### config.mk
export PLATFORM = sky130hd
export DESIGN_NAME = dma_periph_requester
export DESIGN_NICKNAME = d
export VERILOG_FILES = /design/src/rtl/dma_periph_requester.sv
export SDC_FILE = /design/constraint.sdc
export NUM_CORES = 1
export LEC_CHECK = 0
export BUFFER_PORTS_ARGS = -buffer_cell sky130_fd_sc_hd__buf_2
export CORE_MARGIN = 1.5
export CORE_UTILIZATION = 44
export CTS_BUF_LIST = sky130_fd_sc_hd__clkbuf_4 sky130_fd_sc_hd__clkbuf_8
export DETAILED_ROUTE_END_ITERATION = 6
export PLACE_DENSITY = 0.72
export SYNTH_ARGS = -nofsm -noshare
export SYNTH_HDL_FRONTEND = slang
export SYNTH_SLANG_ARGS = --single-unit
### constraint.sdc
create_clock -name clk -period 4.3 [get_ports clk]
set_clock_uncertainty 0.15 [all_clocks]
set_input_delay 0.645 -clock clk [delete_from_list [all_inputs] [get_ports clk]]
set_output_delay 0.645 -clock clk [all_outputs]
set_load 0.01 [all_outputs]
### src/rtl/dma_periph_requester.sv
// Peripheral-side 8237A DREQ/DACK endpoint: a device-fed FIFO drained by DMA I/O reads.
// Optional DMA_PERIPH_EOP_GEN_EN adds a transfer-length counter that generates EOP locally.
module dma_periph_requester #(
    parameter int DATA_W     = 8,
    parameter int FIFO_DEPTH = 8,
    parameter int THRESH     = 4
) (
    input  logic              clk,
    input  logic              reset_n,
    input  logic              dreq_pol,
    input  logic              dack_pol,
    input  logic [1:0]        mode,
    input  logic              dev_valid,
    input  logic [DATA_W-1:0] dev_data,
    output logic              dev_ready,
    output logic              DREQ,
    input  logic              DACK,
    input  logic              IOR_n,
    input  logic              EOP_n,
    output logic [DATA_W-1:0] DB,
    output logic              db_oe,
    output logic              tc_flag,
    input  logic              tc_clr,
    output logic              err_flag
`ifdef DMA_PERIPH_EOP_GEN_EN
    ,
    input  logic [15:0]       xfer_len,
    input  logic              len_load,
    output logic              eop_out_n
`endif
);

    localparam int AW = $clog2(FIFO_DEPTH);
    localparam int CW = AW + 1;
    localparam logic [CW-1:0] DEPTH_C  = CW'(FIFO_DEPTH);
    localparam logic [CW-1:0] THRESH_C = CW'(THRESH);

    typedef enum logic [1:0] {IDLE, REQ, XFER, HOLDOFF} state_e;

    state_e            state_q, state_d;
    logic              req_q, req_d;
    logic              ior_q;
    logic              tc_q, tc_d;
    logic              err_q, err_d;
    logic [AW-1:0]     wr_ptr_q, wr_ptr_d, rd_ptr_q, rd_ptr_d;
    logic [CW-1:0]     count_q, count_d;
    logic [DATA_W-1:0] mem_q [FIFO_DEPTH];
    logic [DATA_W-1:0] mem_d [FIFO_DEPTH];

    logic ack, pop_ev, do_pop, do_push, blk, start, eop, eop_act, err_set;

    assign ack     = DACK ^ ~dack_pol;
    assign pop_ev  = ack & IOR_n & ~ior_q;
    assign do_pop  = pop_ev && (state_q == XFER) && (count_q != '0);
    // A full FIFO still accepts a push when the same cycle pops.
    assign do_push = dev_valid && ((count_q != DEPTH_C) || do_pop);
    assign blk     = (mode == 2'b10);
    assign start   = blk ? (count_q >= THRESH_C) : (count_q != '0);
    assign eop_act = eop && (state_q != IDLE);
    assign err_set = (ack && (state_q == IDLE || state_q == HOLDOFF))
                   || (pop_ev && count_q == '0);

    assign DREQ      = req_q ^ dreq_pol;
    assign dev_ready = (count_q != DEPTH_C);
    assign db_oe     = ack && !IOR_n && (state_q == XFER);
    assign DB        = db_oe ? mem_q[rd_ptr_q] : '0;
    assign tc_flag   = tc_q;
    assign err_flag  = err_q;

`ifdef DMA_PERIPH_EOP_GEN_EN
    logic [15:0] len_q, len_d;
    logic        eop_gen_q, eop_gen_d;

    always_comb begin
        len_d     = len_q;
        eop_gen_d = 1'b0;
        if (len_load) begin
            len_d = xfer_len;
        end else if (do_pop && len_q != 16'd0) begin
            len_d     = len_q - 16'd1;
            eop_gen_d = (len_q == 16'd1);
        end
    end

    always_ff @(posedge clk) begin
        if (!reset_n) begin
            len_q     <= '0;
            eop_gen_q <= 1'b0;
        end else begin
            len_q     <= len_d;
            eop_gen_q <= eop_gen_d;
        end
    end

    assign eop_out_n = ~eop_gen_q;
    assign eop       = ~EOP_n | eop_gen_q;
`else
    assign eop = ~EOP_n;
`endif

    always_comb begin
        mem_d    = mem_q;
        wr_ptr_d = wr_ptr_q;
        rd_ptr_d = rd_ptr_q;
        count_d  = count_q;
        if (do_push) begin
            mem_d[wr_ptr_q] = dev_data;
            wr_ptr_d        = wr_ptr_q + AW'(1);
        end
        if (do_pop)
            rd_ptr_d = rd_ptr_q + AW'(1);
        if (do_push && !do_pop)
            count_d = count_q + CW'(1);
        else if (do_pop && !do_push)
            count_d = count_q - CW'(1);
    end

    always_comb begin
        state_d = state_q;
        req_d   = req_q;
        unique case (state_q)
            IDLE: begin
                if (start) begin
                    state_d = REQ;
                    req_d   = 1'b1;
                end
            end
            REQ: begin
                if (ack)
                    state_d = XFER;
            end
            XFER: begin
                if (do_pop) begin
                    if (mode == 2'b00 || blk) begin
                        if (count_d == '0) begin
                            req_d   = 1'b0;
                            state_d = IDLE;
                        end
                    end else begin
                        req_d   = 1'b0;
                        state_d = HOLDOFF;
                    end
                end else if (!ack) begin
                    state_d = req_q ? REQ : IDLE;
                end
            end
            HOLDOFF: begin
                // Pass through IDLE's start check so the release is exactly one cycle.
                if (start) begin
                    state_d = REQ;
                    req_d   = 1'b1;
                end else begin
                    state_d = IDLE;
                end
            end
            default: state_d = IDLE;
        endcase
        if (eop_act) begin
            req_d   = 1'b0;
            state_d = IDLE;
        end
    end

    always_comb begin
        tc_d  = tc_clr ? 1'b0 : (tc_q | eop_act);
        err_d = tc_clr ? 1'b0 : (err_q | err_set);
    end

    always_ff @(posedge clk) begin
        if (!reset_n) begin
            state_q  <= IDLE;
            req_q    <= 1'b0;
            ior_q    <= 1'b1;
            tc_q     <= 1'b0;
            err_q    <= 1'b0;
            wr_ptr_q <= '0;
            rd_ptr_q <= '0;
            count_q  <= '0;
            for (int i = 0; i < FIFO_DEPTH; i++)
                mem_q[i] <= '0;
        end else begin
            state_q  <= state_d;
            req_q    <= req_d;
            ior_q    <= IOR_n;
            tc_q     <= tc_d;
            err_q    <= err_d;
            wr_ptr_q <= wr_ptr_d;
            rd_ptr_q <= rd_ptr_d;
            count_q  <= count_d;
            mem_q    <= mem_d;
        end
    end

endmodule

# Word-level counts from Yosys, hierarchy flattened

Cells that the tools add are included.

Register bits after elaboration: 80
Output and inout port bits: 13
Input port bits: 19
Word-level logic and storage cells: 102

$add $sub $neg: 4
Reduce and logical (&&, ||, !) cells: 30
$lt $le $gt $ge: 4
Bitwise gates (word level): 12
Eq/ne operators: 12
Mux-type cells: 24

Operators with widths:

| cell                                                               | number |
|---|---|
| bitwise mux 64 bit                                                 | 1 |
| 2-to-1 mux 8 bit                                                   | 4 |
| binary-select mux 8 bit (select 3 bit)                             | 1 |
| demux 8 bit (select 3 bit)                                         | 1 |
| 2-to-1 mux 2 bit                                                   | 6 |
| logical AND 1 bit                                                  | 11 |
| greater-or-equal comparator 4 bit (second input constant)          | 2 |
| logical NOT 4 bit                                                  | 2 |
| 2-to-1 mux 4 bit                                                   | 2 |
| NOT 3 -> 4 bit                                                     | 2 |
| one-hot mux 2 bit (4 select lines)                                 | 1 |
| AND reduction 4 bit                                                | 2 |
| 2-to-1 mux 1 bit                                                   | 7 |
| adder 3 x 1 -> 3 bit (second input constant)                       | 2 |
| equality test 2 bit (second input constant)                        | 3 |
| != test 2 bit (second input constant)                              | 3 |
| OR reduction 2 bit                                                 | 3 |
| adder 4 x 1 -> 4 bit (second input constant)                       | 1 |
| greater-or-equal comparator 4 x 3 -> 1 bit (second input constant) | 1 |
| logical NOT 2 bit                                                  | 2 |
| logical OR 1 bit                                                   | 4 |
| < comparator 4 x 1 -> 1 bit (second input constant)                | 1 |
| != test 4 x 3 -> 1 bit (second input constant)                     | 1 |
| != test 4 bit (second input constant)                              | 1 |
| 13 further kinds                                                   | 22 |

# Depth between registers and ports, before layout

Gate-level depths: netlist (run 1).

Depth in word-level cells: 17
Depth in mapped cells: 12
Depth with buffers taken out: 10

# Worst setup path after synthesis (run 1)

OpenSTA, ideal clock, no wires.

Path kind: reg-to-output
Start point: reg rd_ptr_q[0]
End point: out DB[5]
Path slack: 1617 ps
Stages on the path, launching flop included: 6
Arrival time: 1888 ps
Path buffers: 2
Data required time: 3505 ps
Cells stage by stage: dfxtp_1 clkbuf_1 clkbuf_1 mux4_2 mux2i_1 nor2_1

Cells in the longest elaborated chain, start to end: 5

RTL lines:

| what                                                | RTL line | RTL |
|---|---|---|
| start, declared                                     | 45       | `logic [AW-1:0] wr_ptr_q, wr_ptr_d, rd_ptr_q, rd_ptr_d;` |
| start signal, assigned                              | 188      | `rd_ptr_q <= rd_ptr_d;` |
| NOT 3 -> 4 bit (implied by the code)                | 66       | `assign DB = db_oe ? mem_q[rd_ptr_q] : '0;` |
| binary-select mux 8 bit (select 3 bit)              | 66       |  |
| 2-to-1 mux 8 bit (implied by the code) (2 in a row) | 66       |  |
| 2-to-1 mux 8 bit                                    | 66       |  |
| end, declared                                       | 20       | `output logic [DATA_W-1:0] DB,` |

Every way passes these cells. The select of a mux whose other input is x is not followed.

# Worst setup path in the final report (run 1)

Start point: reg count_q[1]
End point: reg mem_q[15] in the netlist's numbering

Cells in the longest elaborated chain, start to end: 4

RTL lines:

| what                   | RTL line | RTL |
|---|---|---|
| start, declared        | 46       | `logic [CW-1:0] count_q, count_d;` |
| start signal, assigned | 189      | `count_q <= count_d;` |
| nonzero test 4 bit     | 54       | `assign do_pop = pop_ev && (state_q == XFER) && (count_q != '0);` |
| logical AND 1 bit      | 54       |  |
| logical OR 1 bit (*)   | 56       | `assign do_push = dev_valid && ((count_q != DEPTH_C) \|\| do_pop);` |
| logical AND 1 bit (*)  | 56       |  |
| end signal, assigned   | 190      | `mem_q <= mem_d;` |
| end, declared          | 47       | `logic [DATA_W-1:0] mem_q [FIFO_DEPTH];` |

Mark *: on every way between the ends. The rest lies on a longest branch, timed or not.
A chain may end at the register's enable or synchronous reset.

==> flow_summary.yaml, run 1 <==
timing:
  fin_hold_ws_ns: 0.318
  setup_violations_final: 0
  slew_violations: 0
  rsz_0062_raised_after_global_routing: "no"
  worst_slew_margin_rel_pct: 35.8
  fmax_mhz: 324
  fin_tns_setup_ns: 0
  final_critical_path_time_including_i_o_delays_and_setup_ns: 3.08
  layout_worst_path_cycle_share_pct: 71.7
  max_slew.worst_pin.slew_ns: 0.955
  timing.final.hold_violations: 0
global_routing:
  grt_pass1_vias: 2729
  global_route.usage.total_pct: 18.2
  grt_pass1_wl_um: 13700
  maximum_number_of_pins_on_one_net_before_global_route_repair: 72
  grt_antenna_before_repair: 0
  gr-total-overflow: 0
logic_synthesis:
  dominantRegCellSynth: "dfxtp_1"
  yosysTopAreaCell: "dfxtp_1"
  netlist-cell-type-count: 47
  synth_enable_flop_cells: 0
  proportion_of_synthesized_flip_flops_having_asynchronous_set_or_reset_pct: 0
  syn-mean-instance-area_um2: 10.2
  synth_top_area_share_pct: 40.9
  yosysWarningCount: 0
  seq_area_frac_synth_pct: 40.9
  synthTopCellsByArea: "dfxtp_1, mux2i_1, mux4_2"
  synth_cells: 385
  netlist_area_um2: 3920
  syn-num-nets: 412
  ys_ff_latch: 80
clock_network:
  post_cts_resize_count: 0
  tritoncts.num_buffers: 9
  cts-htree-levels: 3
  clock_pin_transition_on_the_worst_setup_and_hold_timing_paths_ns: 0.08
  tritoncts: "done"
  worst_skew_pair.late_latency_ns: 0.35
  postCtsSetupRepairBufs: 0
  postCtsHoldBufs: 0
  cts.root.buffer_cell: "clkbuf_8"
  cts.path.max_buffers: 2
  clock_sinks: 80
critical_path:
  slowest_delay_ns: 0.64
  crit_path_cell_trace: "inv_1 -> ha_1 -> or3b_1 -> and4_4 -> o21a_1 -> nand4b_1 -> mux2i_1 -> nor2_1"
  r2r_setup_slack_ns: 1.22
  category_of_the_critical_setup_timing_path: "flop to flop"
  cpMaxStageDelayCell: "nand4b_1"
  timing.critical_path.fanout_max: 15
  worst_ep_arrival_time_ns: 3.14
  timing.reg2reg.worst_path_depth: 8
  timing.critical_path.to_type: "flop"
  r2r-end: "mem_q[15]$_SDFFE_PN0P_"
  worstSetupStartpointType: "flop"
  critical_path.reg2reg.startpoint: "count_q[1]$_SDFF_PN0_"
  cp_num_buf_inv: 1
  crit_required_ns: 4.36
  cp_top_family: "simple AND/OR/NAND/NOR gates"
pwr:
  post-layout-total-power_mw: 1.54
  maximum_ir_drop_on_the_vdd_rail_uv: 208
  leakagePower_nw: 1.86
  powerDensity_nw_per_um2: 358
min_path:
  min_delay_worst_endpoint: "tc_flag$_SDFF_PP0_"
  hold_path.startpoint: "tc_clr"
  min-delay-path-class: "input port to flop"
  min_delay_path_depth: 2
detailed_routing:
  dr_total_vias: 2779
  avgViaCountPerCell: 5.42
  firstDrtPassIters: 4
  detail_route.wirelength_um: 8130
  drt.antenna.violating_nets: 0
  route.detailed.drc: 0
  detail_route.iter0.violations: 117
  routed_length_per_placed_instance_um: 15.8
die:
  fp.dieH_um: 97.3
  die-area_um2: 9470
  num_io_pins: 32
  starting_density_pct: 45.1
  design.core.area_um2: 8680
  std_cell_rows: 34
  die_width_um: 97.3
run:
  cap_viol_max_count: 0
finish:
  summed_area_of_non_filler_cells_in_the_final_layout_um2: 4300
  area.growth.synth_to_final_pct: 9.84
  final-instance-count-excl-fill: 513
  mostFrequentLayoutCells: "nor2_1, dfxtp_1, mux2i_1"
  antenna-diode-count: 0
  final_common_cell: "nor2_1"
  fill_cells: 804
  num-nets-final: 427
  proportion_of_layout_cells_with_a_drive_suffix_above_1_pct: 20.7
placement:
  place_congestion: 0.824
  placement.cell_area_um2: 4110
  numPlacedInstances: 497
  detailed_place_hpwl_um: 5510
  numPortBuffers: 31
outcome:
  status: "finished, final reports clean"
[how the worst max path moves through the flow]
stage                                         to  slack (ns)                     start  cells past startpoint
after global routing      mem_q[15]$_SDFFE_PN0P_        1.00     count_q[0]$_SDFF_PN0_                      8
after floorplan                            DB[5]        1.62  rd_ptr_q[0]$_SDFFE_PN0P_                      5
final                     mem_q[15]$_SDFFE_PN0P_        1.22     count_q[1]$_SDFF_PN0_                      8
after detailed placement  mem_q[14]$_SDFFE_PN0P_        1.19                  dack_pol                      7
after global placement     mem_q[9]$_SDFFE_PN0P_        1.25                  dack_pol                      7
after CTS                 mem_q[15]$_SDFFE_PN0P_        1.22     count_q[1]$_SDFF_PN0_                      8
[synth_stat cells, types with 2 or more instances]
library cell   n
o22ai_1        2
buf_2          5
buf_6          2
buf_4          2
nand3_1        3
dfxtp_1       80
o21a_1         3
buf_1          3
and2_1         3
xor2_1         5
xnor2_1        3
inv_1          9
nor4b_1        2
mux4_2        16
nor2_1        84
nand4b_1       2
o211ai_1       2
ha_1           8
nand2b_1       2
mux2i_1       77
clkbuf_1      21
nor3_1         2
nor2b_1        2
o21ai_0        4
nand2_1       17
a21oi_1        5
[metal layers]
| metal | up-vias | routed length [um] | GRT usage, % |
|---|---|---|---|
| li1 | 1347 | - | - |
| met1 | 1359 | 3570 | 22.6 |
| met2 | 64 | 3990 | 30.3 |
| met3 | 9 | 451 | 5.32 |
| met4 | 0 | 117 | 5.93 |
| met5 | - | 0 | 0 |
[logic make-up (layout without fill, tap and decap cells)]
kind of cell    count (synthesis)  after routing  share of synthesized area (%)
compound gates                 20             20                           3.45
xor+xnor                        9              9                           2.21
fa+ha+maj                       8              8                           2.56
buf+inv                        43             63                           4.86
flops                          80             80                           40.9
mux                            94             94                           29.5
simple gates                  131            131                           16.6
[layout make-up]
cell class,count,area (um^2),area share [%]
clock buffers,11,151,3.52
clock inverters,5,38.8,0.902
inverters,10,37.5,0.873
multi-input cells,262,2140,49.7
flip-flops and latches,80,1600,37.2
well taps,108,135,3.14
repair buffers,37,200,4.66
[per-stage QoR]
stage / util, % / worst slack (ns)
3_3_place_gp: 47.4 / 1.25
5_1_grt: 49.6 / 1.00
6_report: 49.6 / 1.22
2_1_floorplan: - / 1.62
4_1_cts: 49.6 / 1.22
3_5_place_dp: 47.4 / 1.19
[worst register-to-register path, delay by kind of cell, from the launching register on]
family | cells | cell delay (ns)
AO/OA/AOI/OAI | 1 | 0.35
adder cells (fa/ha/maj) | 1 | 0.24
AND/OR/NAND/NOR | 4 | 1.32
flip-flops | 1 | 0.41
buffers and inverters | 1 | 0.08
multiplexers | 1 | 0.39
[registers in the layout (all words and copies together) (netlist names)]
| name | flops |
|---|---|
| ior_q | 1 |
| mem_q | 64 |
| err_flag | 1 |
| rd_ptr_q | 3 |
| wr_ptr_q | 3 |
| tc_flag | 1 |
| req_q | 1 |
| state_q | 2 |
| count_q | 4 |
[where the power goes]
part	leakage [nW]	internal (mW)	switching, mW
logic	1.11	0.0949	0.126
registers	0.648	0.768	0.0272
clock network	0.0959	0.244	0.281
Note: power is estimated with default switching activity, not from simulation.
==> run 2: changes to the inputs <==
--- a/config.mk
+++ b/config.mk
@@ -10,7 +10,7 @@
 export CORE_UTILIZATION = 44
 export CTS_BUF_LIST = sky130_fd_sc_hd__clkbuf_4 sky130_fd_sc_hd__clkbuf_8
 export DETAILED_ROUTE_END_ITERATION = 6
-export PLACE_DENSITY = 0.72
+export PLACE_DENSITY = 0.74
 export SYNTH_ARGS = -nofsm -noshare
 export SYNTH_HDL_FRONTEND = slang
 export SYNTH_SLANG_ARGS = --single-unit
==> constraint.sdc (replaced) <==
create_clock -name clk -period 2.7 [get_ports clk]
set_clock_uncertainty 0.15 [all_clocks]
set_input_delay 0.405 -clock clk [delete_from_list [all_inputs] [get_ports clk]]
set_output_delay 0.405 -clock clk [all_outputs]
set_load 0.01 [all_outputs]
==> run 2 against run 1 <==
Maximum frequency up 19%. Cell count up 1.9%. Non-clock buffer count up 9. Via count down 0.61%. Count of clock-buffer cells in the layout down 2. Largest cell class unchanged. Largest power group unchanged. Highest routed layer unchanged.
==> flow_summary.yaml, run 2 (synthesis gave the netlist of run 1 again) <==
placement:
  numPortBuffers: 31
  place_congestion: 0.841
  detailed_place_hpwl_um: 5460
critical_path:
  critical_path.reg2reg.startpoint: "count_q[0]$_SDFF_PN0_"
  slowest_delay_ns: 0.39
  cp_top_family: "simple AND/OR/NAND/NOR gates"
  cp_num_buf_inv: 1
  crit_path_cell_trace: "inv_1 -> ha_1 -> or3b_4 -> and4_4 -> mux2i_4 -> xnor2_1 -> nor4b_4 -> nand3_1 -> a211oi_2"
  worstSetupStartpointType: "flop"
  category_of_the_critical_setup_timing_path: "flop to flop"
  crit_required_ns: 2.83
  cp.depth: 9
  cpMaxStageDelayCell: "or3b_4"
  worst_ep_arrival_time_ns: 2.71
  timing.critical_path.fanout_max: 7
  r2r-end: "req_q$_SDFFE_PP0P_"
  r2r_setup_slack_ns: 0.12
  timing.reg2reg.worst_path_depth: 9
  timing.critical_path.to_type: "flop"
die:
  starting_density_pct: 45.1
  fp.dieH_um: 97.3
  die_width_um: 97.3
  die-area_um2: 9470
  num_io_pins: 32
  std_cell_rows: 34
  design.core.area_um2: 8680
finish:
  num-nets-final: 437
  multi_input_comb_area_um2: 2170
  antenna-diode-count: 0
  utilization_pct: 51.5
  final_common_cell: "nor2_1"
  reg_top3: "mem_q (64), count_q (4)"
  proportion_of_layout_cells_with_a_drive_suffix_above_1_pct: 24.1
  largest_reg_flops: 64
  fill_cells: 784
  largest-register: "mem_q"
  mostFrequentLayoutCells: "nor2_1, dfxtp_1, mux2i_1"
  area.growth.synth_to_final_pct: 14.1
  layout.area.seq_um2: 1600
detailed_routing:
  firstDrtPassIters: 4
  detail_route.iter0.violations: 137
  detail_route.wirelength_um: 8190
  routed_length_per_placed_instance_um: 15.7
  avgViaCountPerCell: 5.28
  route.detailed.drc: 0
  dr_total_vias: 2762
  drt.antenna.violating_nets: 0
timing:
  rsz_0062_raised_after_global_routing: "yes"
  timing.final.hold_violations: 0
  worst_slew_margin_rel_pct: 55.3
  final_critical_path_time_including_i_o_delays_and_setup_ns: 2.58
  fin_hold_ws_ns: 0.0707
  slew_violations: 0
  fin_tns_setup_ns: 0
  max_slew.worst_pin.slew_ns: 0.669
  fmax_mhz: 387
  layout_worst_path_cycle_share_pct: 95.6
  setup_violations_final: 0
global_routing:
  grt_pass1_vias: 2753
  grt_antenna_before_repair: 0
  maximum_number_of_pins_on_one_net_before_global_route_repair: 64
  gr-total-overflow: 0
  grt_pass1_wl_um: 13700
  global_route.usage.total_pct: 18.2
clock_network:
  clock_sinks: 80
  cts.root.buffer_cell: "clkbuf_8"
  clock_pin_transition_on_the_worst_setup_and_hold_timing_paths_ns: 0.09
  tritoncts: "done"
  cts.path.max_buffers: 2
  worst_skew_pair.late_latency_ns: 0.35
  tritoncts.num_buffers: 9
  cts-htree-levels: 3
min_path:
  min_delay_path_depth: 2
  min_delay_worst_endpoint: "tc_flag$_SDFF_PP0_"
  min-delay-path-class: "input port to flop"
  hold_path.startpoint: "tc_clr"
pwr:
  powerDensity_nw_per_um2: 591
  sequential_share_of_power_pct: 48.0
  maximum_ir_drop_on_the_vdd_rail_uv: 421
  internal_power_mw: 1.92
  power.share.combinational_pct: 14.2
  total_switching_power_mw: 0.717
  share_clk_of_total_power_pct: 37.8
  power.switching_fraction_pct: 27.2
  leakagePower_nw: 1.94
run:
  cap_viol_max_count: 0
outcome:
  status: "finished, final reports clean"
[run 2: final cells by class]
type | count | share of cell area (%)
Inverter | 10 | 0.841
Clock inverter | 7 | 2.30
Timing Repair Buffer | 46 | 6.64
Multi-Input combinational cell | 263 | 48.5
Clock buffer | 9 | 2.77
Tap cell | 108 | 3.03
Sequential cell | 80 | 35.9
[run 2: worst register-to-register path: stages (launching register included)]
cell and delay (ns):
dfxtp_2 0.34, inv_1 0.08, ha_1 0.16, or3b_4 0.39, and4_4 0.25, mux2i_4 0.20
xnor2_1 0.17, nor4b_4 0.38, nand3_1 0.14, a211oi_2 0.23
[run 2: worst max-delay path by stage]
stage	from	end	slack, ns
floorplan	count_q[0]$_SDFF_PN0_	mem_q[16]$_SDFFE_PN0P_	0.18
global placement	count_q[0]$_SDFF_PN0_	state_q[1]$_SDFFE_PP0P_	0.16
detailed placement	count_q[0]$_SDFF_PN0_	req_q$_SDFFE_PP0P_	0.14
CTS	count_q[0]$_SDFF_PN0_	req_q$_SDFFE_PP0P_	0.11
global route	count_q[0]$_SDFF_PN0_	req_q$_SDFFE_PP0P_	-0.02
finish	count_q[0]$_SDFF_PN0_	req_q$_SDFFE_PP0P_	0.12
[run 2: timing repair]
item                       4_1_cts  5_1_grt
setup endpoints to repair        0       16
resized for setup                0        8
setup buffers                    0        4
hold buffers                     0        0
[run 2: power groups by stage]
| stage | combinational (mW) | sequential (mW) | clock (mW) |
|---|---|---|---|
| 2_1_floorplan | 0.275 | 1.28 | 0 |
| 3_3_place_gp | 0.344 | 1.29 | 0 |
| 3_5_place_dp | 0.354 | 1.29 | 0 |
| 4_1_cts | 0.357 | 1.27 | 1.02 |
| 5_1_grt | 0.413 | 1.27 | 1.08 |
| 6_report | 0.375 | 1.27 | 0.999 |
[run 2: metal layers]
| metal | GRT usage [%] | up-vias | wire length [um] |
|---|---|---|---|
| met5 | 0 | - | 0 |
| met4 | 4.62 | 0 | 86 |
| met3 | 4.60 | 6 | 294 |
| met2 | 31.0 | 41 | 4020 |
| met1 | 23.2 | 1344 | 3790 |
| li1 | - | 1371 | - |
[run 2: per-stage QoR]
stage                     instance area [um^2]  power, mW  std cells  setup WS (ns)
after floorplan                           3920       1.55        385          0.184
final                                     4470       2.64        523          0.119
after CTS                                 4400       2.64        518          0.109
after global placement                    4170       1.63        502          0.156
after detailed placement                  4170       1.65        502          0.137
after global routing                      4470       2.76        523        -0.0160
==> run 3: changes to the inputs <==
--- a/config.mk
+++ b/config.mk
@@ -10,7 +10,7 @@
 export CORE_UTILIZATION = 44
 export CTS_BUF_LIST = sky130_fd_sc_hd__clkbuf_4 sky130_fd_sc_hd__clkbuf_8
 export DETAILED_ROUTE_END_ITERATION = 6
-export PLACE_DENSITY = 0.74
+export PLACE_DENSITY_LB_ADDON = 0.12
 export SYNTH_ARGS = -nofsm -noshare
 export SYNTH_HDL_FRONTEND = slang
 export SYNTH_SLANG_ARGS = --single-unit
==> run 3 against run 2 <==
Cell count is 0.19% lower. Die area stayed put. Combinational power is 3% lower. Largest cell class unchanged. Highest routed layer unchanged. Setup slack better by 0.025 ns. Critical path type unchanged. First-iteration DRC count is 50% lower. Global-route usage is 0.22 points higher.
==> flow_summary.yaml, run 3 (synthesis gave the netlist of run 1 again) <==
die:
  std_cell_rows: 34
  die_width_um: 97.3
  starting_density_pct: 45.1
  fp.dieH_um: 97.3
  design.core.area_um2: 8680
  num_io_pins: 32
  die-area_um2: 9470
clock_network:
  cts.root.buffer_cell: "clkbuf_8"
  cts-htree-levels: 3
  cts.path.max_buffers: 2
  clock_sinks: 80
  postCtsHoldBufs: 0
  clock_pin_transition_on_the_worst_setup_and_hold_timing_paths_ns: 0.08
  tritoncts: "done"
  worst_skew_pair.late_latency_ns: 0.34
  tritoncts.num_buffers: 9
finish:
  proportion_of_layout_cells_with_a_drive_suffix_above_1_pct: 22.5
  fill_cells: 809
  mostFrequentLayoutCells: "nor2_1, dfxtp_1, mux2i_1"
  num-nets-final: 437
  summed_area_of_non_filler_cells_in_the_final_layout_um2: 4440
  final_common_cell: "nor2_1"
  area.growth.synth_to_final_pct: 13.4
  largest-register: "mem_q"
  largest_reg_flops: 64
  antenna-diode-count: 0
  reg_top3: "mem_q (64), count_q (4)"
critical_path:
  crit_path_frequent_cell: "buf_4"
  worst_ep_arrival_time_ns: 2.63
  crit_required_ns: 2.78
  cpMaxStageDelayCell: "or3b_1"
  timing.critical_path.fanout_max: 10
  timing.reg2reg.worst_path_depth: 10
  crit_path_cell_trace: "inv_1 -> ha_1 -> or3b_1 -> and4_4 -> buf_4 -> o21a_1 -> nand4b_1 -> buf_4 -> mux2i_1 -> nor2_1"
  category_of_the_critical_setup_timing_path: "flop to flop"
  worstSetupStartpointType: "flop"
  r2r_setup_slack_ns: 0.14
  slowest_delay_ns: 0.37
  timing.critical_path.to_type: "flop"
detailed_routing:
  highest_layer: "met4"
  avgViaCountPerCell: 5.22
  detail_route.iter0.violations: 69
  route.detailed.drc: 0
  met3_length_um: 244
  drt.antenna.violating_nets: 0
  routed_length_per_placed_instance_um: 15.8
  m1WireLength_um: 4150
  dr_total_vias: 2726
  firstDrtPassIters: 4
  met2_length_um: 3810
  detail_route.wirelength_um: 8270
pwr:
  maximum_ir_drop_on_the_vdd_rail_uv: 306
  powerDensity_nw_per_um2: 587
  leakagePower_nw: 1.92
placement:
  numPortBuffers: 31
  detailed_place_hpwl_um: 5390
  place_congestion: 0.834
  placement.cell_area_um2: 4200
min_path:
  min-delay-path-class: "input port to flop"
  min_delay_path_depth: 2
run:
  cap_viol_max_count: 0
global_routing:
  grt_pass1_vias: 2718
  grt_antenna_before_repair: 0
  gr-total-overflow: 0
  global_route.usage.total_pct: 18.4
  grt_pass1_wl_um: 13800
  maximum_number_of_pins_on_one_net_before_global_route_repair: 66
timing:
  timing.final.hold_violations: 0
  slew_violations: 0
  setup_violations_final: 0
  final_critical_path_time_including_i_o_delays_and_setup_ns: 2.56
  worst_slew_margin_rel_pct: 54.0
  rsz_0062_raised_after_global_routing: "no"
  max_slew.worst_pin.slew_ns: 0.689
  fmax_mhz: 391
  layout_worst_path_cycle_share_pct: 94.7
  fin_tns_setup_ns: 0
outcome:
  status: "finished, final reports clean"
[run 3: per-layer routing]
metal | global-route usage [%] | up-vias
met1 | 25.7 | 1318
li1 | - | 1369
met3 | 4.53 | 4
met4 | 5.38 | 0
met2 | 28.5 | 35
met5 | 0 | -
[run 3: final cells by class]
type | count | area [um^2] | area share, %
Inverter | 10 | 37.5 | 0.846
Clock inverter | 6 | 92.6 | 2.09
Timing Repair Buffer | 47 | 313 | 7.05
Multi-Input combinational cell | 262 | 2140 | 48.1
Sequential cell | 80 | 1600 | 36.1
Clock buffer | 9 | 124 | 2.79
Tap cell | 108 | 135 | 3.04
[run 3: stage by stage]
step           total power, mW  cells  hold WS [ns]  utilization (%)  worst slack [ns]
6_report                  2.61    522        0.0843             51.2             0.144
4_1_cts                   2.64    519        0.0672             50.9             0.112
2_1_floorplan             1.55    385         0.305                -             0.184
3_5_place_dp              1.66    504         0.330             48.4             0.144
5_1_grt                   2.74    522        0.0852             51.2           0.00771
3_3_place_gp              1.65    504         0.320             48.4             0.229
[run 3: worst max-delay path: cells and delay by family, from the launching register on]
family,cells,cell delay (ns)
flip-flops,1,0.36
adder cells (fa/ha/maj),1,0.16
AO/OA/AOI/OAI,1,0.25
buffers and inverters,3,0.50
AND/OR/NAND/NOR,4,0.80
multiplexers,1,0.22
[run 3: power by group]
part,switching (mW),internal (mW),total [mW]
logic,0.202,0.161,0.363
clock network,0.455,0.522,0.977
registers,0.0451,1.22,1.27
[run 3: repair_timing]
action | CTS | global route
buffers inserted | 0 | 3
resized for setup | 0 | 0
setup endpoints to repair | 0 | 3
[run 3: worst paths after layout]
path / from / end
max reg2reg: count_q[1]$_SDFF_PN0_ / mem_q[22]$_SDFFE_PN0P_
min: tc_clr / tc_flag$_SDFF_PP0_
max: count_q[1]$_SDFF_PN0_ / mem_q[22]$_SDFFE_PN0P_
min reg2reg: mem_q[46]$_SDFFE_PN0P_ / mem_q[46]$_SDFFE_PN0P_
